## config.mk

```make
export PLATFORM = sky130hd
export DESIGN_NAME = fetch_unit
export DESIGN_NICKNAME = d
export VERILOG_FILES = /design/src/rtl/fetch_unit.sv
export SDC_FILE = /design/constraint.sdc
export NUM_CORES = 1
export LEC_CHECK = 0
export BUFFER_PORTS_ARGS = -buffer_cell sky130_fd_sc_hd__buf_2
export CAP_MARGIN = 20
export CORE_ASPECT_RATIO = 1.2
export CORE_MARGIN = 3
export CORE_UTILIZATION = 45
export DETAILED_ROUTE_END_ITERATION = 12
export GPL_TIMING_DRIVEN = 1
export HOLD_SLACK_MARGIN = 0.1
export MAX_ROUTING_LAYER = met4
export PLACE_DENSITY = 0.76
export SYNTH_ARGS = -nofsm -noshare
export SYNTH_HDL_FRONTEND = slang
export SYNTH_SLANG_ARGS = --single-unit
```

## constraint.sdc

```tcl
create_clock -name clk -period 2.6 [get_ports clk]
set_input_delay 0.39 -clock clk [delete_from_list [all_inputs] [get_ports clk]]
set_output_delay 0.39 -clock clk [all_outputs]
set_load 0.005 [all_outputs]
```

## src/rtl/fetch_unit.sv

```systemverilog
// fetch_unit: program counter owner and single-outstanding instruction fetch stage driving r15 and decode
module fetch_unit #(
  parameter logic [31:0] RESET_PC = 32'h0000_0000,
  parameter logic [31:0] PC_STEP = 32'd4
) (
  input  logic        clk,
  input  logic        reset,
  input  logic        br_taken,
  input  logic [31:0] br_target,
  output logic        pc_wen,
  output logic [31:0] pc_next,
  output logic        imem_req,
  output logic [31:0] imem_addr,
  input  logic        imem_ready,
  input  logic [31:0] imem_rdata,
  output logic        instr_valid,
  output logic [31:0] instr,
  output logic [31:0] instr_pc,
  input  logic        instr_ready
);
  typedef enum logic [1:0] {INIT, REQ, OUT, DRAIN} state_t;
  state_t state, state_nx;
  logic [31:0] pc, req_addr, tgt, pc_inc, req_nx;
  logic req_ld, capture;
  assign tgt = br_target & 32'hFFFF_FFFC;
  assign pc_inc = pc + PC_STEP;
  assign imem_req = (state == REQ) || (state == DRAIN);
  assign imem_addr = req_addr;
  assign instr_valid = (state == OUT);
  always_comb begin
    state_nx = state;
    pc_wen = 1'b0;
    pc_next = pc;
    req_ld = 1'b0;
    req_nx = pc;
    capture = 1'b0;
    case (state)
      INIT: begin
        pc_wen = 1'b1;
        req_ld = 1'b1;
        state_nx = REQ;
      end
      REQ: begin
        pc_wen = br_taken;
        pc_next = tgt;
        req_ld = br_taken & imem_ready;
        req_nx = tgt;
        capture = imem_ready & ~br_taken;
        state_nx = br_taken ? (imem_ready ? REQ : DRAIN) : (imem_ready ? OUT : REQ);
      end
      DRAIN: begin
        pc_wen = br_taken;
        pc_next = tgt;
        req_ld = imem_ready;
        req_nx = br_taken ? tgt : pc;
        state_nx = imem_ready ? REQ : DRAIN;
      end
      OUT: begin
        pc_wen = br_taken | instr_ready;
        pc_next = br_taken ? tgt : pc_inc;
        req_ld = br_taken | instr_ready;
        req_nx = br_taken ? tgt : pc_inc;
        state_nx = (br_taken | instr_ready) ? REQ : OUT;
      end
      default: state_nx = INIT;
    endcase
    pc_wen = pc_wen & ~reset;
  end
  always_ff @(posedge clk) begin
    if (reset) begin
      state <= INIT;
      pc <= RESET_PC;
      req_addr <= RESET_PC;
      instr <= 32'h0;
      instr_pc <= 32'h0;
    end else begin
      state <= state_nx;
      if (pc_wen) pc <= pc_next;
      if (req_ld) req_addr <= req_nx;
      if (capture) begin
        instr <= imem_rdata;
        instr_pc <= req_addr;
      end
    end
  end
endmodule

```

==> impl_metrics.toml <==
[worst_setup_path]
r2r_slack_ps = 300
endpoint_kind = "output pin"
required_ps = 2210
max_stage_delay_ps = 460
start_kind = "flop"
crit_chain = "nand4_1, or4_1, or3_4, and4_4, nor3_4, nand2_1, buf_2"
critPathKind = "flop to output pin"
critical-path-slowest-cell = "or4_1"
crit_fanout = 3
arrival_ps = 2350

[sta]
hold_viol_final = 0
timing.final.crit_share_pct = 105.5
setup_viol = 9
whs_ps = 200.4
maxSlewViolCount = 0
clock_skew_ps = 12.34
timing.final.ws_setup_ps = -142.3
max_freq_ghz = 0.3647
min_period_ps = 2742
worst_pin_slew_ps = 739.8
slew_headroom_pct = 50.35
rsz0062_at_grt = "true"

[power]
clockPowerShare_pct = 41.7
combPwrFrac_pct = 20.8
p_leak_nw = 4.167
ir_worst_vdd_mv = 0.4106
intPower_mw = 4.175
p_per_area_mw_per_mm2 = 625.2
p_seq_share_pct = 37.5
total_power_mw = 6.031
switching_share_pct = 30.77
switchingPower_mw = 1.855

[synthesis]
synth_seq_area_share_pct = 36.56
ys_types = 65
synth_flop_cell = "dfxtp_1"
syn_nets = 1059
synth_area_mm2 = 0.007119
synth-edff-count = 0
ys_warn_count = 0
synth-seq-cells = 130
avgSynthCellArea_um2 = 7.220
synthArstFlopShare_pct = 0
netlist_instances = 986

[clock_tree]
cts_root_buf = "clkbuf_16"
clk_path_buf_depth = 2
hold_buffers = 0
cts.sinks = 130
path_clk_slew_ps = 60
cts_buffers = 17
htree_levels = 4
cts_tree = "built"
insertion_delay_ps = 420

[floorplanning]
die_area_mm2 = 0.01737
die_w_um = 120.8
start_util_pct = 46.64
core_mm2 = 0.01527
die_y_um = 143.8
num_rows = 49
ios = 200

[grt]
grt_max_degree = 65
grt_overflow_total = 0
grt_usage_pct = 31.10
antenna_found_initial = 1
grt_pass1_wl_um = 41550
grt_pass1_vias = 7659

[hold_path]
hp-class = "input pin to flop"

[route]
route.detailed.drc = 0
ant_nets = 0
drt_iter0_drc = 887
totalWireLength_um = 26930
routed_via_density = 5.941
wl_per_cell_um = 18.95
via_count = 8442
dr.pass1.iters = 8

[placed_design]
hpwl_um = 19000
place.gp.congestion = 0.9587
io_buffers = 197

[run_status]
status = "finished, violations left"
violations = "setup timing"

[finish]
area_growth_pct = 35.50
drive_above_1_share_pct = 31.41
multi_input_area_mm2 = 0.004314
fin_util_pct = 63.19
fin_nets = 1276
fillers = 1340
seq_area_mm2 = 0.002621

[run]
maxCapViolCount = 0
[cell type report]
cell class | instances | share of cell area (%)
multi-input combinational | 749 | 44.72
sequential | 130 | 27.17
timing repair buffer | 294 | 18.60
clock buffer | 17 | 4.410
tap | 204 | 2.646
clock inverter | 15 | 1.997
inverter | 11 | 0.4280
antenna | 1 | 0.02594
[Yosys cell counts, types with 3 or more instances]
cell / number / share of area, %
a221oi_1: 3 / 0.37
xor2_1: 6 / 0.74
or4_1: 3 / 0.32
nor2b_1: 5 / 0.44
o21ai_0: 73 / 5.1
a21o_1: 11 / 1.2
nor2_1: 54 / 2.8
nand2b_1: 4 / 0.35
a21oi_1: 119 / 8.4
and2_1: 4 / 0.35
o22a_1: 4 / 0.49
clkinv_1: 4 / 0.21
a32oi_1: 5 / 0.62
xnor2_1: 12 / 1.5
o22ai_1: 10 / 0.88
a32o_1: 3 / 0.42
nor3_1: 23 / 1.6
ha_1: 4 / 0.70
o21a_1: 7 / 0.74
o32ai_1: 3 / 0.37
a31oi_1: 19 / 1.7
a211o_1: 6 / 0.74
inv_1: 7 / 0.37
dfxtp_1: 130 / 37
or3_1: 4 / 0.35
nand2_1: 206 / 11
o211ai_1: 10 / 1.1
a22oi_1: 5 / 0.53
o21ai_1: 3 / 0.21
o31ai_1: 5 / 0.53
a221o_1: 4 / 0.56
nand4_1: 10 / 0.88
and3_1: 22 / 1.9
clkbuf_1: 77 / 4.1
nand3_1: 37 / 2.6
buf_2: 10 / 0.70
mux2i_1: 10 / 1.4
or2_2: 3 / 0.26
o221ai_1: 10 / 1.2
buf_1: 7 / 0.37
nor4_1: 10 / 0.88
and4_1: 6 / 0.74
[worst max-delay path: cells and delay by family (launching register included)]
| family | cells | cell delay, ps |
|---|---|---|
| buf+inv | 1 | 140 |
| flops | 1 | 350 |
| simple gates | 6 | 1430 |
[placed cells by master, fill, tap and decap left out, drive strengths merged, types with 6 or more instances in the layout]
master,synthesis,final
o221ai,10,10
nor2,54,54
nand2,206,206
a211o,6,6
nand3,37,37
and4,7,7
mux2i,10,10
a31oi,19,19
a21o,11,11
nand4,12,12
xnor2,12,12
a21oi,119,119
o22ai,10,10
nor4,11,11
clkbuf,78,17
o211ai,10,10
o21a,7,7
clkinv,4,7
dfxtp,130,130
xor2,6,6
and3,22,22
o21ai,76,76
inv,7,14
nor3,24,24
buf,18,294
[metrics by stage]
stage / instance area (µm²) / setup WS, ps / instances / TNS (ps)
finish: 9647 / -142.3 / 1421 / -696.1
global route: 9647 / -216.8 / 1421 / -2216
CTS: 9530 / -221.9 / 1415 / -547.2
detailed placement: 8630 / 83.09 / 1371 / 0
global placement: 8630 / 93.46 / 1371 / 0
floorplan: 7119 / 223.6 / 986 / 0
[routing by layer]
metal,part of all wire [%],up-vias,global-route usage (%)
met5,0,-,-
met4,4.0,0,14.44
met3,9.1,73,5.669
met2,46,509,49.12
met1,41,3873,38.63
li1,-,3987,-
[power groups by stage]
stage / clock network (mW) / logic [mW] / registers, mW
6_report: 2.51 / 1.25 / 2.26
3_5_place_dp: 0 / 1.19 / 2.29
2_1_floorplan: 0 / 0.662 / 2.25
4_1_cts: 2.54 / 1.22 / 2.25
5_1_grt: 2.62 / 1.36 / 2.28
3_3_place_gp: 0 / 1.18 / 2.29
[state kept, by name, indices dropped and copies added (netlist names)]
register and flops:
state 2, imem_addr 32, instr 32, pc 32, instr_pc 32
[final timing paths]
kind,from,depth (start not counted),to
worst min register to register,instr_pc[15],2,instr_pc[15]
worst max-delay path,pc[3],7,pc_next[27]
worst min-delay path,imem_rdata[27],3,instr[27]
worst max register to register,pc[4],8,imem_addr[19]
[cells by family (layout without fill, tap and decap cells)]
kind of cell    after synthesis  count (layout)  share of synthesized area [%]
buf+inv                     107             337                          5.888
flops                       130             130                          36.56
fa+ha+maj                     4               4                         0.7030
simple gates                401             401                          25.99
mux                          12              12                          1.722
xor+xnor                     18              18                          2.214
compound gates              314             314                          26.92
other cells                   0               1                              0
[what timing repair did]
action	in CTS	in global routing
gates resized for setup	49	20
hold endpoints to repair	0	0
buffers inserted	12	4
setup endpoints to repair	21	25
pin swaps	19	14
(Power assumes the default switching activity.)
